## config.mk

```make
export PLATFORM = sky130hd
export DESIGN_NAME = toy_bus_ack_egress_fifo
export DESIGN_NICKNAME = d
export VERILOG_FILES = /design/src/rtl/toy_bus_pkg.sv /design/src/rtl/toy_bus_fifo_ctrl.sv /design/src/rtl/toy_bus_ack_egress_fifo.sv
export SDC_FILE = /design/constraint.sdc
export NUM_CORES = 1
export LEC_CHECK = 0
export BUFFER_PORTS_ARGS = -buffer_cell sky130_fd_sc_hd__buf_2
export CAP_MARGIN = 20
export CORE_MARGIN = 8
export CORE_UTILIZATION = 60
export CTS_CLUSTER_DIAMETER = 100
export CTS_CLUSTER_SIZE = 20
export DETAILED_ROUTE_END_ITERATION = 16
export GPL_TIMING_DRIVEN = 0
export PLACE_DENSITY_LB_ADDON = 0.08
export SLEW_MARGIN = 20
export SYNTH_ARGS = -nofsm -noshare
export SYNTH_HDL_FRONTEND = slang
export SYNTH_SLANG_ARGS = --single-unit
```

## constraint.sdc

```tcl
create_clock -name clk -period 17.6 [get_ports clk]
set_input_delay 1.76 -clock clk [delete_from_list [all_inputs] [get_ports clk]]
set_output_delay 1.76 -clock clk [all_outputs]
set_load 0.03 [all_outputs]
```

## src/rtl/toy_bus_pkg.sv

```systemverilog
// Shared ToyBus ACK definitions: message layout and default field widths.
package toy_bus_pkg;

    localparam int TOY_BUS_DATA_W = 256;
    localparam int TOY_BUS_SB_W   = 32;
    localparam int TOY_BUS_ID_W   = 4;

    typedef struct packed {
        logic                      opcode;
        logic [TOY_BUS_DATA_W-1:0] data;
        logic [TOY_BUS_SB_W-1:0]   sideband;
        logic [TOY_BUS_ID_W-1:0]   src_id;
        logic [TOY_BUS_ID_W-1:0]   tgt_id;
    } toy_bus_ack_t;

endpackage

```

## src/rtl/toy_bus_fifo_ctrl.sv

```systemverilog
// Pointer and occupancy bookkeeping for the ACK egress FIFO.
module toy_bus_fifo_ctrl #(
    parameter int DEPTH = 4,
    parameter int PTR_W = $clog2(DEPTH)
) (
    input  logic             clk,
    input  logic             rst_n,
    input  logic             push,
    input  logic             pop,
    output logic [PTR_W-1:0] wr_ptr,
    output logic [PTR_W-1:0] rd_ptr,
    output logic [PTR_W:0]   count,
    output logic             full,
    output logic             empty
);

    localparam logic [PTR_W:0] FULL_CNT = (PTR_W+1)'(DEPTH);

    // Pointers wrap naturally because DEPTH is a power of two.
    always_ff @(posedge clk) begin
        if (rst_n) begin
            wr_ptr <= {PTR_W{1'b0}};
            rd_ptr <= {PTR_W{1'b0}};
        end else begin
            if (push) wr_ptr <= wr_ptr + 1'b1;
            if (pop)  rd_ptr <= rd_ptr + 1'b1;
        end
    end

    // Occupancy tracks push/pop; simultaneous push and pop leaves it unchanged.
    always_ff @(posedge clk) begin
        if (rst_n) begin
            count <= {(PTR_W+1){1'b0}};
        end else begin
            case ({push, pop})
                2'b10:   count <= count + 1'b1;
                2'b01:   count <= count - 1'b1;
                default: count <= count;
            endcase
        end
    end

    assign full  = (count == FULL_CNT);
    assign empty = (count == {(PTR_W+1){1'b0}});

endmodule

```

## src/rtl/toy_bus_ack_egress_fifo.sv

```systemverilog
// ACK egress FIFO between the ACK arbiter and the LSU response port.
// Optional zero-latency empty bypass: define TOY_BUS_ACK_FIFO_BYPASS_EN.
module toy_bus_ack_egress_fifo
    import toy_bus_pkg::*;
#(
    parameter int DEPTH  = 4,
    parameter int DATA_W = TOY_BUS_DATA_W,
    parameter int SB_W   = TOY_BUS_SB_W,
    parameter int ID_W   = TOY_BUS_ID_W,
    parameter int CNT_W  = 16
) (
    input  logic                     clk,
    input  logic                     rst_n,
    input  logic                     in_vld,
    output logic                     in_rdy,
    input  logic                     in_opcode,
    input  logic [DATA_W-1:0]        in_data,
    input  logic [SB_W-1:0]          in_sideband,
    input  logic [ID_W-1:0]          in_src_id,
    input  logic [ID_W-1:0]          in_tgt_id,
    output logic                     out_vld,
    input  logic                     out_rdy,
    output logic                     out_opcode,
    output logic [DATA_W-1:0]        out_data,
    output logic [SB_W-1:0]          out_sideband,
    output logic [ID_W-1:0]          out_src_id,
    output logic [ID_W-1:0]          out_tgt_id,
    output logic [$clog2(DEPTH):0]   count,
    output logic                     full,
    output logic                     empty,
    output logic [CNT_W-1:0]         ack_cnt
);

    localparam int PTR_W = $clog2(DEPTH);
    localparam int ENT_W = 1 + DATA_W + SB_W + 2 * ID_W;

    logic [PTR_W-1:0] wr_ptr;
    logic [PTR_W-1:0] rd_ptr;
    logic             push;
    logic             pop;
    logic             deliver;
    logic [ENT_W-1:0] in_ent;
    logic [ENT_W-1:0] ram_head;
    logic [ENT_W-1:0] head;
    logic [ENT_W-1:0] mem [DEPTH];

    toy_bus_fifo_ctrl #(.DEPTH(DEPTH), .PTR_W(PTR_W)) u_ctrl (
        .clk    (clk),
        .rst_n  (rst_n),
        .push   (push),
        .pop    (pop),
        .wr_ptr (wr_ptr),
        .rd_ptr (rd_ptr),
        .count  (count),
        .full   (full),
        .empty  (empty)
    );

    assign in_ent   = {in_opcode, in_data, in_sideband, in_src_id, in_tgt_id};
    assign ram_head = mem[rd_ptr];
    // in_rdy comes from registered occupancy only, never from out_rdy.
    assign in_rdy   = ~full;

`ifdef TOY_BUS_ACK_FIFO_BYPASS_EN
    logic bypass;
    assign bypass  = empty & in_vld;
    assign out_vld = ~empty | bypass;
    assign head    = bypass ? in_ent : ram_head;
    assign deliver = out_vld & out_rdy;
    assign push    = in_vld & ~full & ~(bypass & out_rdy);
    assign pop     = deliver & ~empty;
`else
    assign out_vld = ~empty;
    assign head    = ram_head;
    assign deliver = out_vld & out_rdy;
    assign push    = in_vld & ~full;
    assign pop     = deliver;
`endif

    assign {out_opcode, out_data, out_sideband, out_src_id, out_tgt_id} = head;

    // Payload storage is intentionally not reset.
    always_ff @(posedge clk) begin
        if (push) mem[wr_ptr] <= in_ent;
    end

    // Delivered-ACK counter saturates at all-ones.
    always_ff @(posedge clk) begin
        if (rst_n) begin
            ack_cnt <= {CNT_W{1'b0}};
        end else if (deliver && (ack_cnt != {CNT_W{1'b1}})) begin
            ack_cnt <= ack_cnt + 1'b1;
        end
    end

endmodule

```

==> out/metrics.csv, run 1 <==
metric,value,unit
outcome,"complete, no violations",
num_rows,99,
n_fill_cell,4413,
die_width,287,um
holdPathEnd,ack_cnt[15],
chipHeight,287,um
cts_buffers,70,
dieArea,0.0821,mm2
tightest_slew,1070,ps
path_cells,"clkbuf_1, clkbuf_1, clkbuf_1, mux4_2, buf_2",
topRoutingLayerUsed,met5,
worst_setup_path_start_kind,register,
max_freq,178,MHz
coreArea,0.0727,mm2
final-max-slew-violation-count,0,
grt_usage,22.9,%
met3_wirelength,8420,um
yosys_warnings,0,
hold_violations,0,
cellLeakagePower,16.8,nW
switching_power,2.38,mW
final-setup-viol-count,0,
clk_pin_slew,80,ps
peakVddDrop,0.000119,V
crit_path_max_fanout,10,
min_from,ack_cnt[15],
holdCritPathClass,register to register,
grt_pass1_vias,21200,
fin_area,0.0510,mm2
drive_gt1_share,43.5,%
ant_nets,0,
syn-num-nets,2011,
viasPerCell,5.93,
antenna_found_initial,52,
yosysUniqueCellTypes,37,
grt.overflow.total,0,
fin_skew,20.2,ps
p_per_area,145,mW/mm2
slowest_stage,clkbuf_1,
max_slew_margin,28.9,%
final_nets,2732,
rr_worst_depth,6,
critPathBufInv,4,
dr.pass1.iters,5,
cpMostUsedCell,clkbuf_1,
areaGrowthSynthToFinish,16.0,%
clockBufferDepth,3,
fin_setup_tns,0,ps
period_share,31.8,%
io_pins,621,
r2r-start,u_ctrl.count[1],
cp-end-kind,primary output,
crit_required,15840,ps
vias,20300,
cts_tree,done,
cap_violations,0,
cp_top_family,buffers and inverters,
rsz0062_at_grt,false,
syn_inst,1703,
p_int,5.03,mW
placed_area,0.0490,mm2
switching_share,32.1,%
p_comb_share,31.0,%
hold_buffers,0,
drc,0,
critPathArrivalTime,3840,ps
clock_latency,620,ps
ys_seq_area_share,82.4,%
clockPowerShare,21.4,%
htreeDepth,3,
min_period,5600,ps
power,7.41,mW
grt_max_degree,46,
ctsRootBufferMaster,clkbuf_16,
clock_sinks,1213,
drt_iter0_markers,1493,
critPathKind,register to primary output,
p_seq_share,47.7,%
dp_hpwl,66800,um
gp_congestion,0.768,
drt-total-wl,95700,um
grt_pass1_wl,138000,um
ys_ff_latch,1213,
wl_met1,33300,um
cts_resized,0,
max_stage_delay,810,ps
r2r_slack,14730,ps
r2r-end,mem[3][274],
avgRoutedWirePerCell,27.9,um
start_util,60.4,%
post-cts-setup-buffers,0,
hold_depth,2,
avgSynthCellArea,25.8,um2
route.met2.wl,50500,um
io_buffers,619,
syn_area,0.0439,mm2
## area by class of cell
type | instances | area (um2) | share of cell area (%)
clock buffer | 84 | 1850 | 3.62
sequential | 1213 | 36200 | 71.0
multi-input combinational | 407 | 7420 | 14.6
tap | 959 | 1200 | 2.35
timing repair buffer | 649 | 3840 | 7.54
antenna | 28 | 70.1 | 0.138
clock inverter | 5 | 51.3 | 0.101
buffer | 72 | 309 | 0.607
inverter | 11 | 41.3 | 0.0810
## kinds of logic (layout without fill, tap and decap cells)
kind of cell,Yosys count,count (layout),share of synthesized area [%]
AO/OA/AOI/OAI,32,32,0.433
buffers and inverters,83,821,0.798
flip-flops,1213,1213,82.4
XOR/XNOR,5,5,0.0997
adder cells (fa/ha/maj),7,7,0.216
multiplexers,299,299,15.3
other,0,28,0
AND/OR/NAND/NOR,64,64,0.820
## worst max path at each step
stage	start	end	depth (start not counted)
6_report	register	out_data[87]	5
2_1_floorplan	in_vld	mem[0][0]	1
3_5_place_dp	register	out_data[86]	5
3_3_place_gp	in_vld	mem[0][272]	2
5_1_grt	register	out_data[93]	5
4_1_cts	register	out_data[86]	5
## Yosys cell counts (all sizes together)
master	count	area, um2
a21oi	15	75.1
a31oi	1	6.26
and2	1	6.26
and3	5	31.3
and4	2	17.5
and4b	1	10.0
buf	42	195
clkbuf	30	114
dfxtp	25	500
edfxtp	1188	35700
fa	1	20.0
ha	6	75.1
inv	11	41.3
mux2	1	11.3
mux2i	1	10.0
mux4	297	6690
nand2	9	33.8
nand2b	1	6.26
nand3	5	25.0
nand4	8	50.1
nor2	11	41.3
nor2b	1	6.26
nor3	3	15.0
nor4	1	6.26
o21ai	8	40.0
o311ai	1	8.76
o31ai	5	42.5
o41ai	2	17.5
or3	9	56.3
or3b	2	17.5
or4	5	37.5
xnor2	2	17.5
xor2	3	26.3
## metal layers
metal,global-route usage [%],vias to the layer above
met5,0,-
met4,8.96,28
met3,7.36,180
met2,39.1,671
met1,27.2,10700
li1,-,8805
## worst reg2reg max path, cell delays in order (launching register included)
cell and delay [ps]:
dfxtp_1 430, or3b_2 150, clkbuf_1 290, and3_4 720, buf_12 330, buf_16 300
buf_16 270
## registers in the layout, summed over array words and instances (netlist names), named ones only
register and flops:
ack_cnt 16, u_ctrl.wr_ptr 2, u_ctrl.count 3, u_ctrl.rd_ptr 2
mem 1188
## metrics by stage
| step | utilization [%] | hold WS (ps) | setup WS (ps) | std cells |
|---|---|---|---|---|
| floorplan | - | 469 | 8370 | 1703 |
| global placement | 66.3 | 486 | 2870 | 3281 |
| detailed placement | 67.4 | 489 | 12520 | 3311 |
| CTS | 70.0 | 506 | 11830 | 3400 |
| global route | 70.0 | 541 | 11820 | 3415 |
| finish | 70.1 | 512 | 12000 | 3428 |
## power by group through the flow
stage / Clock (mW) / Sequential, mW / Combinational [mW]
final: 1.58 / 3.53 / 2.29
after floorplan: 0 / 3.68 / 1.57
after detailed placement: 0 / 3.60 / 2.33
after global routing: 1.71 / 3.55 / 2.41
after CTS: 1.62 / 3.54 / 2.34
after global placement: 0 / 3.76 / 2.26
## cells in the final DEF (no fill, tap or decap), types with 3 or more instances in the layout
cell type,netlist,layout
a21oi_1,15,15
and3_4,0,4
buf_1,12,12
buf_12,0,11
buf_16,0,19
buf_2,30,649
clkbuf_1,29,41
clkbuf_16,0,72
dfxtp_1,25,25
diode_2,0,28
edfxtp_1,1188,1188
ha_1,6,6
inv_1,10,10
inv_6,0,4
mux4_2,297,297
nand2_1,9,9
nand3_1,5,5
nand4_1,8,8
nor2_1,11,11
nor3_1,3,3
o21ai_0,8,8
o31ai_1,4,4
or3_1,9,9
or4_1,5,5
xor2_1,3,3
No activity file was read; power rests on OpenSTA's default activity.
==> run 2: changes to the inputs <==
--- a/config.mk
+++ b/config.mk
@@ -5,10 +5,11 @@
 export SDC_FILE = /design/constraint.sdc
 export NUM_CORES = 1
 export LEC_CHECK = 0
+export ABC_AREA = 1
 export BUFFER_PORTS_ARGS = -buffer_cell sky130_fd_sc_hd__buf_2
 export CAP_MARGIN = 20
 export CORE_MARGIN = 8
-export CORE_UTILIZATION = 60
+export CORE_UTILIZATION = 52
 export CTS_CLUSTER_DIAMETER = 100
 export CTS_CLUSTER_SIZE = 20
 export DETAILED_ROUTE_END_ITERATION = 16
==> constraint.sdc (replaced) <==
create_clock -name clk -period 4.8 [get_ports clk]
set_input_delay 0.48 -clock clk [delete_from_list [all_inputs] [get_ports clk]]
set_output_delay 0.48 -clock clk [all_outputs]
set_load 0.03 [all_outputs]
==> out/metrics.csv, run 2 <==
metric,value,unit,change
grt.overflow.total,0,,unchanged
syn_area,0.0454,mm2,+3.3%
io_pins,621,,unchanged
final_nets,4160,,+52%
max_freq,293,MHz,
synthFlopType,edfxtp_1,,
grt_pass1_vias,28900,,+36%
met3_wirelength,11700,um,+38%
cellLeakagePower,18.7,nW,+11%
hold_buffers,0,,unchanged
critPathArrivalTime,2930,ps,-910 ps
clockBufferDepth,3,,unchanged
dr.pass1.iters,6,,+1
start_util,52.4,%,-8.0 points
final_util,61.9,%,-8.2 points
dp_hpwl,88100,um,+32%
antenna_found_initial,65,,+25%
post-cts-setup-buffers,0,,unchanged
outcome,"complete, no violations",,
cap_violations,0,,unchanged
route.met2.wl,64100,um,+27%
gp_congestion,0.824,,+7.3%
grt_max_degree,23,,-50%
fin_skew,22.9,ps,+2.66 ps
num_rows,108,,+9.1%
avgRoutedWirePerCell,25.3,um,-9.6%
htreeDepth,3,,unchanged
grt_usage,25.2,%,+2.3 points
cp-end-kind,primary output,,
syn-num-nets,3401,,+69%
cts_tree,done,,
ant_nets,0,,unchanged
die_width,311,um,+8.7%
crit_path_max_fanout,10,,unchanged
syn_inst,3093,,+82%
ys_top_cells_by_area,"edfxtp_1 (79%), nor2_1 (5.3%), o21ai_0 (4.1%)",,
cts_resized,0,,unchanged
viasPerCell,5.76,,-2.9%
holdCritPathClass,primary input to register,,
placed_area,0.0516,mm2,+5.4%
areaGrowthSynthToFinish,18.1,%,
chipHeight,311,um,+8.7%
synth.most_common_cell,edfxtp_1,,
avgSynthCellArea,14.7,um2,-43%
async_flop_share,0,%,unchanged
rsz0062_at_grt,false,,
clock_latency,630,ps,about the same
layout_common_cells,"edfxtp_1 (1,188), buf_2 (698), nor2_1 (633)",,
max_slew_margin,49.2,%,+20 points
yosys_warnings,0,,unchanged
p_per_area,521,mW/mm2,+260%
final-max-slew-violation-count,0,,unchanged
topRoutingLayerUsed,met5,,
coreArea,0.0866,mm2,+19%
ys_seq_area_share,79.7,%,-2.6 points
ctsRootBufferMaster,clkbuf_16,,
grt_pass1_wl,185000,um,+34%
multi_input_area,0.00799,mm2,+7.7%
final-setup-viol-count,0,,unchanged
synthTopCellsByCount,"edfxtp_1 (1,188), nor2_1 (638), o21ai_0 (376)",,
ys_ff_latch,1213,,unchanged
period_share,71.0,%,
worst_setup_path_start_kind,register,,
yosysUniqueCellTypes,30,,-19%
crit_required,4320,ps,"-11,520 ps"
drt_iter0_markers,3000,,+100%
layout_commonest_cell,edfxtp_1,,
n_fill_cell,6440,,+46%
clock_sinks,1213,,unchanged
top_register,mem,,
fin_setup_tns,0,ps,unchanged
vias,29200,,+43%
drive_gt1_share,23.9,%,-20 points
yosysTopAreaCellShare,78.6,%,-2.6 points
area.sequential,0.0362,mm2,about the same
drt-total-wl,128000,um,+34%
reg.largest.list,"mem: 1188 flops, ack_cnt: 16 flops, u_ctrl.count: 3 flops",,
clk_pin_slew,80,ps,about the same
critPathKind,register to primary output,,
dieArea,0.0970,mm2,+18%
peakVddDrop,0.000386,V,+220%
wl_met1,47800,um,+44%
power,27.9,mW,+280%
synth_edf_count,1188,,unchanged
yosysTopAreaCell,edfxtp_1,,
io_buffers,620,,+0.16%
drc,0,,unchanged
min_period,3410,ps,
largest_register_ffs,1188,,unchanged
hold_violations,0,,unchanged
fin_area,0.0536,mm2,+5.2%
cts_buffers,70,,unchanged
tightest_slew,760,ps,-306 ps
## run 2: cell types whose count changed in the layout (fill, tap and decap cells not counted), sizes merged, moves of 8 or more
cell	change
mux4	-297
or3	-9
clkbuf	+39
nor2	+634
inv	+21
o22ai	+297
buf	+122
nand3	+8
o21ai	+596
nand2	+48
diode	+12
## run 2: power by group
group          internal [mW]  switching [mW]  total [mW]
sequential              12.6           0.204        12.8
clock                   2.67            3.17        5.83
combinational           2.44            6.85        9.30
total                   17.7            10.2        27.9
## run 2: final cells by class
class	instances	area share, %
Antenna cell	40	0.187
Buffer	197	2.11
Clock buffer	82	3.35
Clock inverter	6	0.112
Inverter	33	0.257
Multi-Input combinational cell	1650	14.9
Sequential cell	1213	67.5
Tap cell	1155	2.70
Timing Repair Buffer	687	8.84
## run 2: logic make-up (layout without fill, tap and decap cells)
kind of cell,after synthesis,count (layout),synth area share (%)
DFF,1213,1213,79.7
AOI/OAI and AO/OA,919,919,11.0
and+or+nand+nor,721,721,6.23
buffers and inverters,230,1005,2.80
adders and majority gates,7,7,0.210
xor gates and xnor gates,3,3,0.0579
other,0,40,0
## run 2: per-stage QoR
stage	setup WS (ps)	hold WS [ps]	cells
5_1_grt	1260	27.1	5042
2_1_floorplan	-753	442	3093
4_1_cts	1310	16.8	5023
3_3_place_gp	-4410	455	4868
6_report	1390	54.5	5063
3_5_place_dp	1990	464	4935
## run 2: worst paths after layout
path / from / endpoint / slack (ps) / cells after the start
setup reg to reg: u_ctrl.count[0] / mem[3][47] / 2130 / 9
hold / removal: in_data[76] / mem[3][116] / 50 / 1
hold reg to reg: u_ctrl.rd_ptr[1] / register / 470 / 2
setup / recovery: register / out_data[149] / 1390 / 7
## run 2: critical path, cell delays in order, from the launching register on
cell,delay (ps)
dfxtp_1,310
buf_4,220
inv_2,340
buf_2,450
buf_2,320
o21ai_1,100
o22ai_1,290
buf_2,270
## run 2: per-layer routing
metal	up-vias	track usage, %
li1	13200	-
met4	34	8.39
met5	-	0
met3	236	7.27
met2	1117	43.1
met1	14600	30.8
